**config.mk**
```make
export PLATFORM = sky130hd
export DESIGN_NAME = serial_word_recovery_flat
export DESIGN_NICKNAME = d
export VERILOG_FILES = /design/src/rtl/rx_pkg.sv /design/src/rtl/serial_word_recovery_if.sv /design/src/rtl/rx_sync_2ff.sv /design/src/rtl/serial_word_recovery.sv /design/src/flat_wrapper.sv
export SDC_FILE = /design/constraint.sdc
export NUM_CORES = 1
export LEC_CHECK = 0
export ABC_AREA = 1
export CAP_MARGIN = 20
export CORE_UTILIZATION = 44
export DETAILED_ROUTE_END_ITERATION = 8
export PLACE_DENSITY = 0.61
export SETUP_SLACK_MARGIN = 0.2
export SLEW_MARGIN = 20
export SYNTH_ARGS = -nofsm -noshare
export SYNTH_HDL_FRONTEND = slang
export SYNTH_SLANG_ARGS = --single-unit
```
**constraint.sdc**
```tcl
create_clock -name clock_50 -period 3.3 [get_ports clock_50]
set_input_delay 0.66 -clock clock_50 [delete_from_list [all_inputs] [get_ports clock_50]]
set_output_delay 0.66 -clock clock_50 [all_outputs]
set_load 0.05 [all_outputs]
```
**src/rtl/rx_pkg.sv**
```systemverilog
// rtl/rx_pkg.sv - shared constants and state type for the serial word receiver
package rx_pkg;

   localparam int DATA_W           = 14;
   localparam int CLKS_PER_BIT_DEF = 16;

   typedef enum logic [1:0] {
      IDLE,
      START,
      DATA,
      STOP
   } rx_state_t;

endpackage

```
**src/rtl/serial_word_recovery_if.sv**
```systemverilog
// rtl/serial_word_recovery_if.sv - serial line in, recovered word and strobes out
interface serial_word_recovery_if;

   logic                       rx_serial;
   logic [rx_pkg::DATA_W-1:0]  data_rec;
   logic                       clock_recovery;
   logic                       frame_error;

   modport master (
      output rx_serial,
      input  data_rec,
      input  clock_recovery,
      input  frame_error
   );

   modport slave (
      input  rx_serial,
      output data_rec,
      output clock_recovery,
      output frame_error
   );

endinterface

```
**src/rtl/rx_sync_2ff.sv**
```systemverilog
// rtl/rx_sync_2ff.sv - 1-bit two-flop synchroniser, resets to 1 (idle-high lines)
module rx_sync_2ff (
   input  logic clk_i,
   input  logic rst_ni,
   input  logic d_i,
   output logic q_o
);

   logic meta_q;
   logic sync_q;

   always_ff @(posedge clk_i or negedge rst_ni) begin
      if (!rst_ni) begin
         meta_q <= 1'b1;
         sync_q <= 1'b1;
      end else begin
         meta_q <= d_i;
         sync_q <= meta_q;
      end
   end

   assign q_o = sync_q;

endmodule

```
**src/rtl/serial_word_recovery.sv**
```systemverilog
// rtl/serial_word_recovery.sv - recovers 14-bit framed words from an async serial line
module serial_word_recovery
   import rx_pkg::*;
#(
   parameter int CLKS_PER_BIT = CLKS_PER_BIT_DEF
) (
   input  logic                   clock_50,
   input  logic                   reset_n,
   serial_word_recovery_if.slave  bus
);

   localparam int SW = $clog2(CLKS_PER_BIT);
   localparam logic [SW-1:0] SMP_HALF = SW'(CLKS_PER_BIT / 2 - 1);
   localparam logic [SW-1:0] SMP_LAST = SW'(CLKS_PER_BIT - 1);
   localparam logic [3:0]    BIT_LAST = 4'(DATA_W - 1);

   generate
      if (CLKS_PER_BIT < 4 || (CLKS_PER_BIT % 2) != 0) begin : g_bad_param
         $error("CLKS_PER_BIT must be even and at least 4");
      end
   endgenerate

   logic              rx_s;
   logic              rx_d_q;
   rx_state_t         state_q, state_d;
   logic [SW-1:0]     smp_cnt_q, smp_cnt_d;
   logic [3:0]        bit_cnt_q, bit_cnt_d;
   logic [DATA_W-1:0] shreg_q, shreg_d;
   logic [DATA_W-1:0] data_rec_q, data_rec_d;
   logic              crec_q, crec_d;
   logic              ferr_q, ferr_d;

   rx_sync_2ff u_sync (
      .clk_i  (clock_50),
      .rst_ni (reset_n),
      .d_i    (bus.rx_serial),
      .q_o    (rx_s)
   );

   always_ff @(posedge clock_50 or negedge reset_n) begin
      if (!reset_n) begin
         rx_d_q     <= 1'b1;
         state_q    <= IDLE;
         smp_cnt_q  <= '0;
         bit_cnt_q  <= '0;
         shreg_q    <= '0;
         data_rec_q <= '0;
         crec_q     <= 1'b0;
         ferr_q     <= 1'b0;
      end else begin
         rx_d_q     <= rx_s;
         state_q    <= state_d;
         smp_cnt_q  <= smp_cnt_d;
         bit_cnt_q  <= bit_cnt_d;
         shreg_q    <= shreg_d;
         data_rec_q <= data_rec_d;
         crec_q     <= crec_d;
         ferr_q     <= ferr_d;
      end
   end

   // Only a fresh high-to-low transition starts a frame, so a stuck-low line stays idle.
   always_comb begin
      state_d = state_q;
      unique case (state_q)
         IDLE:  if (rx_d_q && !rx_s) state_d = START;
         START: if (smp_cnt_q == SMP_HALF) state_d = rx_s ? IDLE : DATA;
         DATA:  if (smp_cnt_q == SMP_LAST && bit_cnt_q == BIT_LAST) state_d = STOP;
         STOP:  if (smp_cnt_q == SMP_LAST) state_d = IDLE;
         default: state_d = IDLE;
      endcase
   end

   always_comb begin
      smp_cnt_d  = smp_cnt_q + 1'b1;
      bit_cnt_d  = bit_cnt_q;
      shreg_d    = shreg_q;
      data_rec_d = data_rec_q;
      crec_d     = 1'b0;
      ferr_d     = 1'b0;
      unique case (state_q)
         IDLE: smp_cnt_d = '0;
         START: begin
            if (smp_cnt_q == SMP_HALF) begin
               smp_cnt_d = '0;
               bit_cnt_d = '0;
            end
         end
         DATA: begin
            if (smp_cnt_q == SMP_LAST) begin
               smp_cnt_d = '0;
               shreg_d   = {rx_s, shreg_q[DATA_W-1:1]};
               if (bit_cnt_q != BIT_LAST) bit_cnt_d = bit_cnt_q + 4'd1;
            end
         end
         STOP: begin
            if (smp_cnt_q == SMP_LAST) begin
               smp_cnt_d = '0;
               if (rx_s) begin
                  data_rec_d = shreg_q;
                  crec_d     = 1'b1;
               end else begin
                  ferr_d     = 1'b1;
               end
            end
         end
         default: smp_cnt_d = '0;
      endcase
   end

   assign bus.data_rec       = data_rec_q;
   assign bus.clock_recovery = crec_q;
   assign bus.frame_error    = ferr_q;

endmodule
```
**src/flat_wrapper.sv**
```systemverilog
// flat-port wrapper written by rule: the top's interface ports become plain ports
module serial_word_recovery_flat import rx_pkg::*;
#(
   parameter int CLKS_PER_BIT = CLKS_PER_BIT_DEF
)
  (clock_50, reset_n, bus_rx_serial, bus_data_rec, bus_clock_recovery, bus_frame_error);
  serial_word_recovery_if bus_i ();
  input  logic clock_50;
  input  logic reset_n;
  input wire logic [$bits(bus_i.rx_serial)-1:0] bus_rx_serial;
  output wire logic [$bits(bus_i.data_rec)-1:0] bus_data_rec;
  output wire logic [$bits(bus_i.clock_recovery)-1:0] bus_clock_recovery;
  output wire logic [$bits(bus_i.frame_error)-1:0] bus_frame_error;
  assign bus_i.rx_serial = bus_rx_serial;
  assign bus_data_rec = bus_i.data_rec;
  assign bus_clock_recovery = bus_i.clock_recovery;
  assign bus_frame_error = bus_i.frame_error;
  serial_word_recovery #(.CLKS_PER_BIT(CLKS_PER_BIT)) u_core (.clock_50(clock_50), .reset_n(reset_n), .bus(bus_i));
endmodule
```
==> impl_table.tex, run 1 <==
\begin{tabular}{lr}
\hline
Metric & Value \\
\hline
\multicolumn{2}{l}{\textbf{Yosys}} \\
Largest cells by area after synthesis & sky130\_fd\_sc\_hd\_\_dfrtp\_1 (55\%), sky130\_fd\_sc\_hd\_\_nand2\_1 (9.0\%), sky130\_fd\_sc\_hd\_\_o21ai\_2 (5.7\%) \\
Number of flops mapped to enable cells by yosys & 0 \\
Sequential fraction of the synthesis area & 58.9\% \\
Proportion of register bits with asynchronous set or reset after synthesis & 100\% \\
Synthesized netlist cell count & 184 \\
Most used standard cell by instance count after synthesis & sky130\_fd\_sc\_hd\_\_nand2\_1 \\
Warning count from the yosys run & 0 \\
Count of state elements after synthesis & 43 \\
List of most frequent post-synthesis cells & sky130\_fd\_sc\_hd\_\_nand2\_1 (44), sky130\_fd\_sc\_hd\_\_dfrtp\_1 (40), sky130\_fd\_sc\_hd\_\_inv\_1 (24) \\
Cell area after synthesis & 1830 um\^{}2 \\
Synth Net Count & 190 \\
Largest area contributor in the synthesized netlist & sky130\_fd\_sc\_hd\_\_dfrtp\_1 \\
Dominant synthesized flop cell & sky130\_fd\_sc\_hd\_\_dfrtp\_1 \\
Yosys top cell area share & between 50\% and 60\% \\
Synth unique cells & 24 \\
Avg Synthesized Cell Area & 9.96 um\^{}2 \\
\multicolumn{2}{l}{\textbf{Critical path}} \\
Element type at the critical path start & flop \\
Slowest cell on the critical path & sky130\_fd\_sc\_hd\_\_clkdlybuf4s50\_1 \\
Endpoint required time on the critical path & around 2.6 ns \\
Chain of cells forming the critical path & clkdlybuf4s50\_1 \\
Critical-path maximum fanout & 2 \\
Max stage delay on crit path & 0.81 ns \\
Critical path type & reg -> out \\
Cell type group with the largest total delay on the critical path & buffers and inverters \\
Crit path capture type & output pin \\
WP buf/inv & 1 \\
Arrival time at the worst endpoint & roughly 1.5 ns \\
\multicolumn{2}{l}{\textbf{CTS}} \\
Hold-fix buffers, CTS & 0 \\
Worst skew pair latency & 0.29 ns \\
Num CTS Buffers & 5 \\
Setup repair bufs after CTS & 0 \\
Clock-pin slew on the worst setup and hold paths & around 0.080 ns \\
TritonCTS clock tree & built \\
Clock root cell & sky130\_fd\_sc\_hd\_\_clkbuf\_8 \\
\# resized after CTS & 0 \\
H-tree depth & 2 \\
CTS Sinks & 43 \\
Maximum root-to-sink buffer count & 2 \\
\multicolumn{2}{l}{\textbf{Power and ir drop}} \\
Static power due to leakage & approximately 1.0 nW \\
Total chip power & 1.03 mW \\
Maximum VDD drop & 0.320 mV \\
Power Density & between 400 and 500 nW/um\^{}2 \\
\multicolumn{2}{l}{\textbf{Layout}} \\
Area growth from synthesis to layout & 15.8\% \\
Final layout net count & 210 \\
Fraction of layout cells with a size suffix above 1 & between 10\% and 20\% \\
Antenna cells & 0 \\
Cell area after layout & 2120 um\^{}2 \\
\multicolumn{2}{l}{\textbf{Placement}} \\
DP Area & 2020 um\^{}2 \\
Post-detail-place hpwl & between 1500 and 2000 um \\
Weighted congestion reported at the end of routability-driven placement & 0.863 \\
Port buffer count & 18 \\
\multicolumn{2}{l}{\textbf{Floorplan}} \\
Standard cell core area & 4000 um\^{}2 \\
I/O pin count & 19 \\
Initial Util & a little under half \\
Die area & $\sim$4400 um\^{}2 \\
FP Rows & 23 \\
Die X-Extent & around 67 um \\
Die extent in y & 66.5 um \\
\multicolumn{2}{l}{\textbf{STA}} \\
Number of pins with negative max-slew slack in the final report & 0 \\
Max transition margin & 37.7\% \\
Hold Vio Cnt, Final & 0 \\
Setup repair after global routing missed its margin & false \\
Slew @ Worst Pin & between 0.9 and 1 ns \\
Total Negative Setup Slacks & 0 ns \\
Final Cycle Share & 64.3\% \\
Maximum clock skew at final layout & 0.00334 ns \\
Crit path time final & 2.12 ns \\
Max Clock Freq & 472 MHz \\
Final Setup Violations & 0 \\
\multicolumn{2}{l}{\textbf{Global routing}} \\
Number of global-route vias before repair & $\sim$1,200 \\
Initial antenna violation count & 0 \\
Total routing usage reported by global routing & 16.4\% \\
Wire length of the first global-routing pass & 5320 um \\
Sum of overflow across all layers after global routing & 0 \\
Pin count of the biggest net entering global routing & 44 \\
\multicolumn{2}{l}{\textbf{Hold path}} \\
Worst min path class & reg -> reg \\
\multicolumn{2}{l}{\textbf{Drt}} \\
Average wire per cell in the routed design & around 12 um \\
Iteration count of the initial detailed-routing pass & 5 \\
DRC Markers & 0 \\
Vias after detailed routing & 1,249 \\
Antenna-violating nets left & 0 \\
Number of vias per cell & between 4 and 5 \\
Final wirelength & 2960 um \\
First-iteration detailed-routing DRC count & 38 \\
\multicolumn{2}{l}{\textbf{Job}} \\
Number of max-capacitance violations reported & 0 \\
\multicolumn{2}{l}{\textbf{Status}} \\
Status & complete, no violations \\
\hline
\end{tabular}
cells in the final DEF, fill, tap and decap left out:
cell                              Yosys  layout
sky130_fd_sc_hd__inv_1               24      24
sky130_fd_sc_hd__buf_4                0       1
sky130_fd_sc_hd__inv_2                2       2
sky130_fd_sc_hd__dfrtp_1             40      40
sky130_fd_sc_hd__nor2_2               1       1
sky130_fd_sc_hd__o21ai_1              7       7
sky130_fd_sc_hd__xor2_1               2       2
sky130_fd_sc_hd__ha_1                 3       3
sky130_fd_sc_hd__nand2_1             44      44
sky130_fd_sc_hd__o22ai_1              1       1
sky130_fd_sc_hd__o21ai_0             11      11
sky130_fd_sc_hd__nand2_4              2       2
sky130_fd_sc_hd__clkbuf_1             0       1
sky130_fd_sc_hd__a21oi_1              2       2
sky130_fd_sc_hd__nand4_1              2       2
sky130_fd_sc_hd__clkbuf_8             0       7
sky130_fd_sc_hd__buf_2                1       1
sky130_fd_sc_hd__nor2_1               9       9
sky130_fd_sc_hd__dfstp_2              3       3
sky130_fd_sc_hd__nand4_4              1       1
sky130_fd_sc_hd__clkdlybuf4s50_1      0      17
sky130_fd_sc_hd__nand3_1              8       8
sky130_fd_sc_hd__nand2_2              1       1
sky130_fd_sc_hd__o21ai_2             12      12
sky130_fd_sc_hd__nor4_1               1       1
sky130_fd_sc_hd__nand3_2              2       2
metal layers:
metal	global-route usage, %	wire length (um)
met1	21.4	1400
met2	24.7	1400
met3	5.99	140
met4	5.85	18
met5	0	0
worst paths after layout:
kind | depth (start not counted) | startpoint | slack (ns) | to
setup reg to reg | 6 | u_core.smp_cnt_q[0]$_DFF_PN0_ | 1.70 | u_core.bus.data_rec[1]$_DFFE_PN0P_
hold reg to reg | 0 | u_core.u_sync.meta_q$_DFF_PN1_ | 0.36 | u_core.u_sync.q_o$_DFF_PN1_
max in group asynchronous | 1 | reset_n | 2.21 | u_core.shreg_q[1]$_DFFE_PN0P_
setup / recovery | 1 | u_core.bus.data_rec[0]$_DFFE_PN0P_ | 1.18 | bus_data_rec[0]
hold / removal | 0 | u_core.u_sync.meta_q$_DFF_PN1_ | 0.36 | u_core.u_sync.q_o$_DFF_PN1_
min in group asynchronous | 1 | reset_n | 0.50 | u_core.shreg_q[10]$_DFFE_PN0P_
cells by family after synthesis:
family / count (synthesis) / share of synthesized area, %
and+or+nand+nor: 71 / 18.2
DFF: 43 / 58.9
AOI/OAI and AO/OA: 33 / 11.5
buffers and inverters: 32 / 8.33
adders and majority gates: 3 / 2.05
xor gates and xnor gates: 2 / 0.956
per-stage QoR:
stage                     instances  util, %  worst slack [ns]  hold WS (ns)
final                           255     53.1              1.18         0.364
after detailed placement        247     50.6              1.48         0.353
after global placement          247     50.6              1.49         0.348
after global routing            255     53.1              1.13         0.367
after floorplan                 184        -              2.00         0.345
after CTS                       255     53.1              1.15         0.364
flip-flops by register name, indices dropped and copies added, names as in the netlist, named ones only:
name / cells
u_core.u_sync.q_o: 1
u_core.smp_cnt_q: 4
u_core.bus.data_rec: 14
u_core.u_sync.meta_q: 1
u_core.bus.clock_recovery: 1
u_core.bit_cnt_q: 4
u_core.shreg_q: 14
u_core.rx_d_q: 1
u_core.state_q: 1
u_core.bus.frame_error: 1
power by group:
group	switching [mW]	internal [mW]	total, mW	leakage [nW]
sequential	0.0247	0.550	0.575	0.587
clock	0.167	0.191	0.358	0.0515
combinational	0.0672	0.0312	0.0984	0.361
total	0.259	0.772	1.03	0.999
final cells by class:
class / instances / area (um^2)
inverter: 26 / 97.6
clock buffer: 8 / 100
multi-input combinational: 109 / 601
sequential: 43 / 1080
tap: 50 / 62.6
timing repair buffer: 19 / 183
fill: 367 / 1880
Power figures use the tool's default switching activity.
==> inputs of run 2 (changes only) <==
--- a/config.mk
+++ b/config.mk
@@ -9,7 +9,7 @@
 export CAP_MARGIN = 20
 export CORE_UTILIZATION = 44
 export DETAILED_ROUTE_END_ITERATION = 8
-export PLACE_DENSITY = 0.61
+export PLACE_DENSITY = 0.64
 export SETUP_SLACK_MARGIN = 0.2
 export SLEW_MARGIN = 20
 export SYNTH_ARGS = -nofsm -noshare
==> constraint.sdc (replaced) <==
create_clock -name clock_50 -period 1.84 [get_ports clock_50]
set_input_delay 0.368 -clock clock_50 [delete_from_list [all_inputs] [get_ports clock_50]]
set_output_delay 0.368 -clock clock_50 [all_outputs]
set_load 0.05 [all_outputs]
==> run 2 against run 1 <==
  * Worst setup slack lost 0.84 ns
  * Wire length grew 0.61%
  * Final area grew 0.59%
  * First-iteration DRC count grew 32%
  * Hold slack lost 0.25 ns
  * Combinational power grew 89%
  * Non-clock buffer count grew 4
  * Critical path depth is the same
  * Sequential power grew 79%
  * Die area is the same
  * Largest power group unchanged
==> impl_table.tex, run 2 (synthesis gave the netlist of run 1 again) <==
\begin{tabular}{lr}
\hline
Metric & Value \\
\hline
\multicolumn{2}{l}{\textbf{Status}} \\
Status & complete, no violations \\
\multicolumn{2}{l}{\textbf{Floorplan}} \\
I/O pin count & 19 \\
Die area & 4430 um\^{}2 \\
Die extent in y & between 60 and 70 um \\
Initial Util & 45.8\% \\
Die X-Extent & 66.5 um \\
FP Rows & 23 \\
Standard cell core area & 4000 um\^{}2 \\
\multicolumn{2}{l}{\textbf{CTS}} \\
H-tree depth & 2 \\
Maximum root-to-sink buffer count & 2 \\
Worst skew pair latency & 0.29 ns \\
Clock root cell & sky130\_fd\_sc\_hd\_\_clkbuf\_8 \\
Num CTS Buffers & 5 \\
Setup repair bufs after CTS & 0 \\
Hold-fix buffers, CTS & 0 \\
TritonCTS clock tree & built \\
Clock-pin slew on the worst setup and hold paths & 0.08 ns \\
CTS Sinks & 43 \\
\multicolumn{2}{l}{\textbf{Layout}} \\
Number of inserted filler cells in the final layout & 356 \\
Multi-input logic area & between 600 and 700 um\^{}2 \\
Total area of sequential cells & $\sim$1100 um\^{}2 \\
Antenna cells & 0 \\
Most frequent cells in the layout & sky130\_fd\_sc\_hd\_\_nand2\_1 (44), sky130\_fd\_sc\_hd\_\_dfrtp\_1 (40), sky130\_fd\_sc\_hd\_\_inv\_1 (24) \\
Most common cell after layout, fill and taps aside & sky130\_fd\_sc\_hd\_\_nand2\_1 \\
Fraction of layout cells with a size suffix above 1 & 25.4\% \\
Cell area after layout & 2140 um\^{}2 \\
Area growth from synthesis to layout & 16.5\% \\
Layout Utilization & between 50 and 60\% \\
Final layout net count & 214 \\
\multicolumn{2}{l}{\textbf{Global routing}} \\
Number of global-route vias before repair & 1,204 \\
Wire length of the first global-routing pass & about 5200 um \\
Initial antenna violation count & 0 \\
Total routing usage reported by global routing & 16.0\% \\
Sum of overflow across all layers after global routing & 0 \\
Pin count of the biggest net entering global routing & 32 \\
\multicolumn{2}{l}{\textbf{STA}} \\
Setup repair after global routing missed its margin & false \\
Total Negative Setup Slacks & 0 ns \\
Maximum clock skew at final layout & 0.00847 ns \\
Number of pins with negative max-slew slack in the final report & 0 \\
Hold Vio Cnt, Final & 0 \\
Final Cycle Share & 81.4\% \\
Max transition margin & between 50\% and 60\% \\
Final Setup Violations & 0 \\
Slew @ Worst Pin & 0.682 ns \\
Crit path time final & 1.50 ns \\
Max Clock Freq & roughly 670 MHz \\
\multicolumn{2}{l}{\textbf{Drt}} \\
Number of vias per cell & 4.82 \\
Vias after detailed routing & about 1,200 \\
First-iteration detailed-routing DRC count & 50 \\
Final wirelength & a little under 3000 um \\
Iteration count of the initial detailed-routing pass & 4 \\
Average wire per cell in the routed design & 11.5 um \\
Antenna-violating nets left & 0 \\
DRC Markers & 0 \\
\multicolumn{2}{l}{\textbf{Critical path}} \\
WP buf/inv & 1 \\
Cell type group with the largest total delay on the critical path & buffers and inverters \\
Critical-path maximum fanout & 1 \\
Endpoint required time on the critical path & 1.47 ns \\
Max stage delay on crit path & 0.51 ns \\
Element type at the critical path start & flop \\
Crit path capture type & output pin \\
Slowest cell on the critical path & sky130\_fd\_sc\_hd\_\_dlygate4sd2\_1 \\
Critical path type & reg -> out \\
Arrival time at the worst endpoint & roughly 1.1 ns \\
Chain of cells forming the critical path & dlygate4sd2\_1 \\
\multicolumn{2}{l}{\textbf{Placement}} \\
Weighted congestion reported at the end of routability-driven placement & 0.854 \\
DP Area & 2020 um\^{}2 \\
Post-detail-place hpwl & 2120 um \\
Port buffer count & 18 \\
\multicolumn{2}{l}{\textbf{Hold path}} \\
Worst min path class & in -> async \\
\multicolumn{2}{l}{\textbf{Power and ir drop}} \\
Static power due to leakage & 1.07 nW \\
Power Density & 916 nW/um\^{}2 \\
Maximum VDD drop & 0.439 mV \\
\multicolumn{2}{l}{\textbf{Job}} \\
Number of max-capacitance violations reported & 0 \\
\hline
\end{tabular}
run 2: cell type report:
type | instances | share of cell area, %
Sequential cell | 43 | 50.6
Clock inverter | 2 | 1.64
Multi-Input combinational cell | 109 | 28.1
Tap cell | 50 | 2.93
Clock buffer | 6 | 3.87
Timing Repair Buffer | 23 | 8.32
Inverter | 26 | 4.57
run 2: metal layers:
metal / track usage [%] / part of all wire, % / vias to the layer above
met5: 0 / 0 / -
met3: 5.82 / 4.2 / 6
met1: 19.9 / 48 / 592
met4: 6.91 / 1.5 / 0
met2: 24.9 / 47 / 23
li1: - / - / 628
run 2: worst paths after layout:
| kind | endpoint | startpoint | slack, ns | cells past startpoint |
|---|---|---|---|---|
| setup / recovery | bus_clock_recovery | u_core.bus.clock_recovery$_DFF_PN0_ | 0.34 | 1 |
| hold / removal | u_core.bus.data_rec[11]$_DFFE_PN0P_ | reset_n | 0.11 | 1 |
| setup reg to reg | u_core.shreg_q[4]$_DFFE_PN0P_ | u_core.smp_cnt_q[0]$_DFF_PN0_ | 0.39 | 6 |
| hold reg to reg | u_core.u_sync.q_o$_DFF_PN1_ | u_core.u_sync.meta_q$_DFF_PN1_ | 0.36 | 0 |
| max in group asynchronous | u_core.bit_cnt_q[1]$_DFFE_PN0P_ | reset_n | 1.14 | 2 |
| min in group clock_50 | u_core.u_sync.q_o$_DFF_PN1_ | u_core.u_sync.meta_q$_DFF_PN1_ | 0.36 | 0 |
run 2: repair_timing:
action,4_1_cts,5_1_grt
setup endpoints to repair,1,1
gates resized for setup,1,1
pin swaps,0,0
run 2: power by group:
part           total, mW  internal (mW)  switching (mW)
clock network      0.743          0.439           0.304
registers           1.03          0.986          0.0428
logic              0.186         0.0596           0.126
total               1.96           1.48           0.473
run 2: per-stage QoR:
| stage | setup WS (ns) | power, mW | hold slack (ns) | instances |
|---|---|---|---|---|
| finish | 0.341 | 1.96 | 0.112 | 259 |
| global route | 0.233 | 2.05 | 0.160 | 259 |
| CTS | 0.294 | 1.98 | 0.134 | 259 |
| detailed placement | 0.304 | 1.23 | 0.348 | 251 |
| global placement | 0.377 | 1.22 | 0.346 | 251 |
| floorplan | 0.544 | 1.17 | 0.0724 | 184 |
==> inputs of run 3 (changes only) <==
--- a/config.mk
+++ b/config.mk
@@ -9,7 +9,7 @@
 export CAP_MARGIN = 20
 export CORE_UTILIZATION = 44
 export DETAILED_ROUTE_END_ITERATION = 8
-export PLACE_DENSITY = 0.64
+export PLACE_DENSITY = 0.61
 export SETUP_SLACK_MARGIN = 0.2
 export SLEW_MARGIN = 20
 export SYNTH_ARGS = -nofsm -noshare
==> constraint.sdc (replaced) <==
create_clock -name clock_50 -period 1.5 [get_ports clock_50]
set_input_delay 0.3 -clock clock_50 [delete_from_list [all_inputs] [get_ports clock_50]]
set_output_delay 0.3 -clock clock_50 [all_outputs]
set_load 0.05 [all_outputs]
==> run 3 against run 2 <==
  * Combinational power up 100%
  * Count of clock-buffer cells in the layout stayed put
  * First-iteration DRC count increased by 66%
  * Register-to-register slack got worse by 0.28 ns
  * Via count up 11%
  * Hold slack better by 0.25 ns
  * Sequential share of layout area decreased by 11 points
  * Core utilization up 15 points
  * Critical endpoint is now u_core.bus.data_rec[3]$_DFFE_PN0P_
  * Largest cell class unchanged
==> impl_table.tex, run 3 (synthesis gave the netlist of run 1 again) <==
\begin{tabular}{lr}
\hline
Metric & Value \\
\hline
\multicolumn{2}{l}{\textbf{Status}} \\
Status & complete, no violations \\
\multicolumn{2}{l}{\textbf{Drt}} \\
Antenna-violating nets left & 0 \\
First-iteration detailed-routing DRC count & 83 \\
Final wirelength & 3920 um \\
DRC Markers & 0 \\
Vias after detailed routing & 1,387 \\
Average wire per cell in the routed design & 14.1 um \\
Iteration count of the initial detailed-routing pass & 4 \\
Number of vias per cell & between 4 and 5 \\
\multicolumn{2}{l}{\textbf{Global routing}} \\
Initial antenna violation count & 0 \\
Total routing usage reported by global routing & 19.1\% \\
Sum of overflow across all layers after global routing & 0 \\
Pin count of the biggest net entering global routing & 21 \\
Wire length of the first global-routing pass & between 6000 and 7000 um \\
Number of global-route vias before repair & 1,312 \\
\multicolumn{2}{l}{\textbf{Power and ir drop}} \\
P\_sw & 669 uW \\
Clock group share of total power & 36.4\% \\
Switching Share & 25.8\% \\
Static power due to leakage & 1.28 nW \\
Share of power burned in combinational logic & 14.6\% \\
Power Internal & 1.92 mW \\
Total chip power & around 2.6 mW \\
Maximum VDD drop & 0.820 mV \\
Sequential share of power & 49.0\% \\
Power Density & 943 nW/um\^{}2 \\
\multicolumn{2}{l}{\textbf{CTS}} \\
H-tree depth & 2 \\
CTS Sinks & 43 \\
Clock root cell & sky130\_fd\_sc\_hd\_\_clkbuf\_8 \\
Clock-pin slew on the worst setup and hold paths & 0.08 ns \\
Num CTS Buffers & 5 \\
TritonCTS clock tree & built \\
Worst skew pair latency & 0.30 ns \\
Maximum root-to-sink buffer count & 2 \\
\multicolumn{2}{l}{\textbf{Floorplan}} \\
Die area & 4430 um\^{}2 \\
Die X-Extent & 66.5 um \\
Die extent in y & $\sim$67 um \\
Standard cell core area & 4000 um\^{}2 \\
Initial Util & 45.8\% \\
FP Rows & 23 \\
I/O pin count & 19 \\
\multicolumn{2}{l}{\textbf{STA}} \\
Crit path time final & 1.39 ns \\
Slew @ Worst Pin & 0.304 ns \\
Hold Vio Cnt, Final & 0 \\
Total Negative Setup Slacks & 0 ns \\
Final Cycle Share & between 90\% and 100\% \\
Number of pins with negative max-slew slack in the final report & 0 \\
Max Clock Freq & 718 MHz \\
Max transition margin & 79.6\% \\
Maximum clock skew at final layout & 0.0105 ns \\
Final Setup Violations & 0 \\
Setup repair after global routing missed its margin & true \\
\multicolumn{2}{l}{\textbf{Critical path}} \\
Element type at the critical path start & flop \\
Cell type group with the largest total delay on the critical path & flip-flops \\
Crit path capture type & flop \\
Max stage delay on crit path & 0.40 ns \\
Worst reg2reg startpoint & u\_core.smp\_cnt\_q[0]\$\_DFF\_PN0\_ \\
Endpoint required time on the critical path & 1.70 ns \\
Chain of cells forming the critical path & ha\_4 -> nand3\_4 -> inv\_2 -> nand4\_4 -> bufbuf\_16 -> nand2\_1 -> o21ai\_2 \\
WP buf/inv & 2 \\
CP Launch Point & u\_core.smp\_cnt\_q[0]\$\_DFF\_PN0\_ \\
Slowest cell on the critical path & sky130\_fd\_sc\_hd\_\_dfrtp\_1 \\
Critical-path maximum fanout & 6 \\
Critical path type & reg -> reg \\
Arrival time at the worst endpoint & 1.59 ns \\
\multicolumn{2}{l}{\textbf{Layout}} \\
Antenna cells & 0 \\
Cell area after layout & 2750 um\^{}2 \\
Most frequent cells in the layout & sky130\_fd\_sc\_hd\_\_dfrtp\_1 (37), sky130\_fd\_sc\_hd\_\_nand2\_1 (27), sky130\_fd\_sc\_hd\_\_inv\_1 (23) \\
Layout Utilization & about 69\% \\
Area growth from synthesis to layout & 49.9\% \\
Final layout net count & 233 \\
Layout Cells excl Fill & 278 \\
Number of inserted filler cells in the final layout & 267 \\
Fraction of layout cells with a size suffix above 1 & 44.3\% \\
Most common cell after layout, fill and taps aside & sky130\_fd\_sc\_hd\_\_dfrtp\_1 \\
\multicolumn{2}{l}{\textbf{Placement}} \\
Post-detail-place hpwl & 2250 um \\
Placed insts & 251 \\
DP Area & between 2000 and 2500 um\^{}2 \\
Port buffer count & 18 \\
Weighted congestion reported at the end of routability-driven placement & around 0.73 \\
\multicolumn{2}{l}{\textbf{Hold path}} \\
Worst min path class & reg -> reg \\
Origin of the worst min-delay path & u\_core.u\_sync.meta\_q\$\_DFF\_PN1\_ \\
\multicolumn{2}{l}{\textbf{Job}} \\
Number of max-capacitance violations reported & 0 \\
\hline
\end{tabular}
## run 3: cell types whose count changed in the layout (fill, tap and decap cells not counted), sizes merged
cell and change:
buf +16, clkbuf +2, bufbuf +1, dlygate4sd2 -1
dlygate4sd3 +1
## run 3: cell type report
cell class,count,area [um^2],share of cell area (%)
clock buffer,6,82.6,3.01
clock inverter,2,35.0,1.28
inverter,26,97.6,3.55
multi-input combinational,109,723,26.3
sequential,43,1080,39.4
tap,50,62.6,2.28
timing repair buffer,42,663,24.1
## run 3: worst paths after layout
check	endpoint	slack, ns	cells past startpoint
max reg2reg	u_core.bus.data_rec[3]$_DFFE_PN0P_	0.11	7
min in group asynchronous	u_core.bus.data_rec[10]$_DFFE_PN0P_	0.42	2
min	u_core.u_sync.q_o$_DFF_PN1_	0.36	0
min reg2reg	u_core.u_sync.q_o$_DFF_PN1_	0.36	0
max in group asynchronous	u_core.shreg_q[8]$_DFFE_PN0P_	0.52	3
max	u_core.bus.data_rec[3]$_DFFE_PN0P_	0.11	7
## run 3: power groups by stage
stage               Sequential [mW]  Clock (mW)  Combinational [mW]
floorplan                      1.27           0               0.161
global placement               1.28           0               0.215
detailed placement             1.29           0               0.223
CTS                            1.28       0.960               0.270
global route                   1.27        1.00               0.427
finish                         1.27       0.943               0.379
## run 3: repair_timing
| action | in CTS | in global routing |
|---|---|---|
| hold buffers | 1 | 0 |
| setup buffers | 5 | 7 |
| pin swaps | 1 | 2 |
| gates resized for setup | 15 | 34 |
| cloned | 2 | 4 |
| hold endpoints to repair | 8 | 0 |
| endpoints found under the setup margin | 30 | 37 |
## run 3: worst register-to-register path: stages (launching register included)
cell and delay [ns]:
sky130_fd_sc_hd__dfrtp_1 0.40, sky130_fd_sc_hd__ha_4 0.17, sky130_fd_sc_hd__nand3_4 0.11, sky130_fd_sc_hd__inv_2 0.09, sky130_fd_sc_hd__nand4_4 0.11, sky130_fd_sc_hd__bufbuf_16 0.30, sky130_fd_sc_hd__nand2_1 0.06, sky130_fd_sc_hd__o21ai_2 0.05
## run 3: routing by layer
| layer | routed length, um | vias to the layer above | global-route usage (%) |
|---|---|---|---|
| met4 | 83 | 0 | 10.1 |
| li1 | - | 672 | - |
| met2 | 1990 | 30 | 30.1 |
| met1 | 1710 | 675 | 23.4 |
| met3 | 137 | 10 | 5.65 |
| met5 | 0 | - | 0 |
## run 3: per-stage QoR
step / worst slack (ns) / hold WS, ns
floorplan: 0.204 / 0.00441
global placement: 0.0903 / 0.189
detailed placement: 0.0218 / 0.198
CTS: 0.132 / 0.362
global route: 0.0419 / 0.366
finish: 0.106 / 0.361
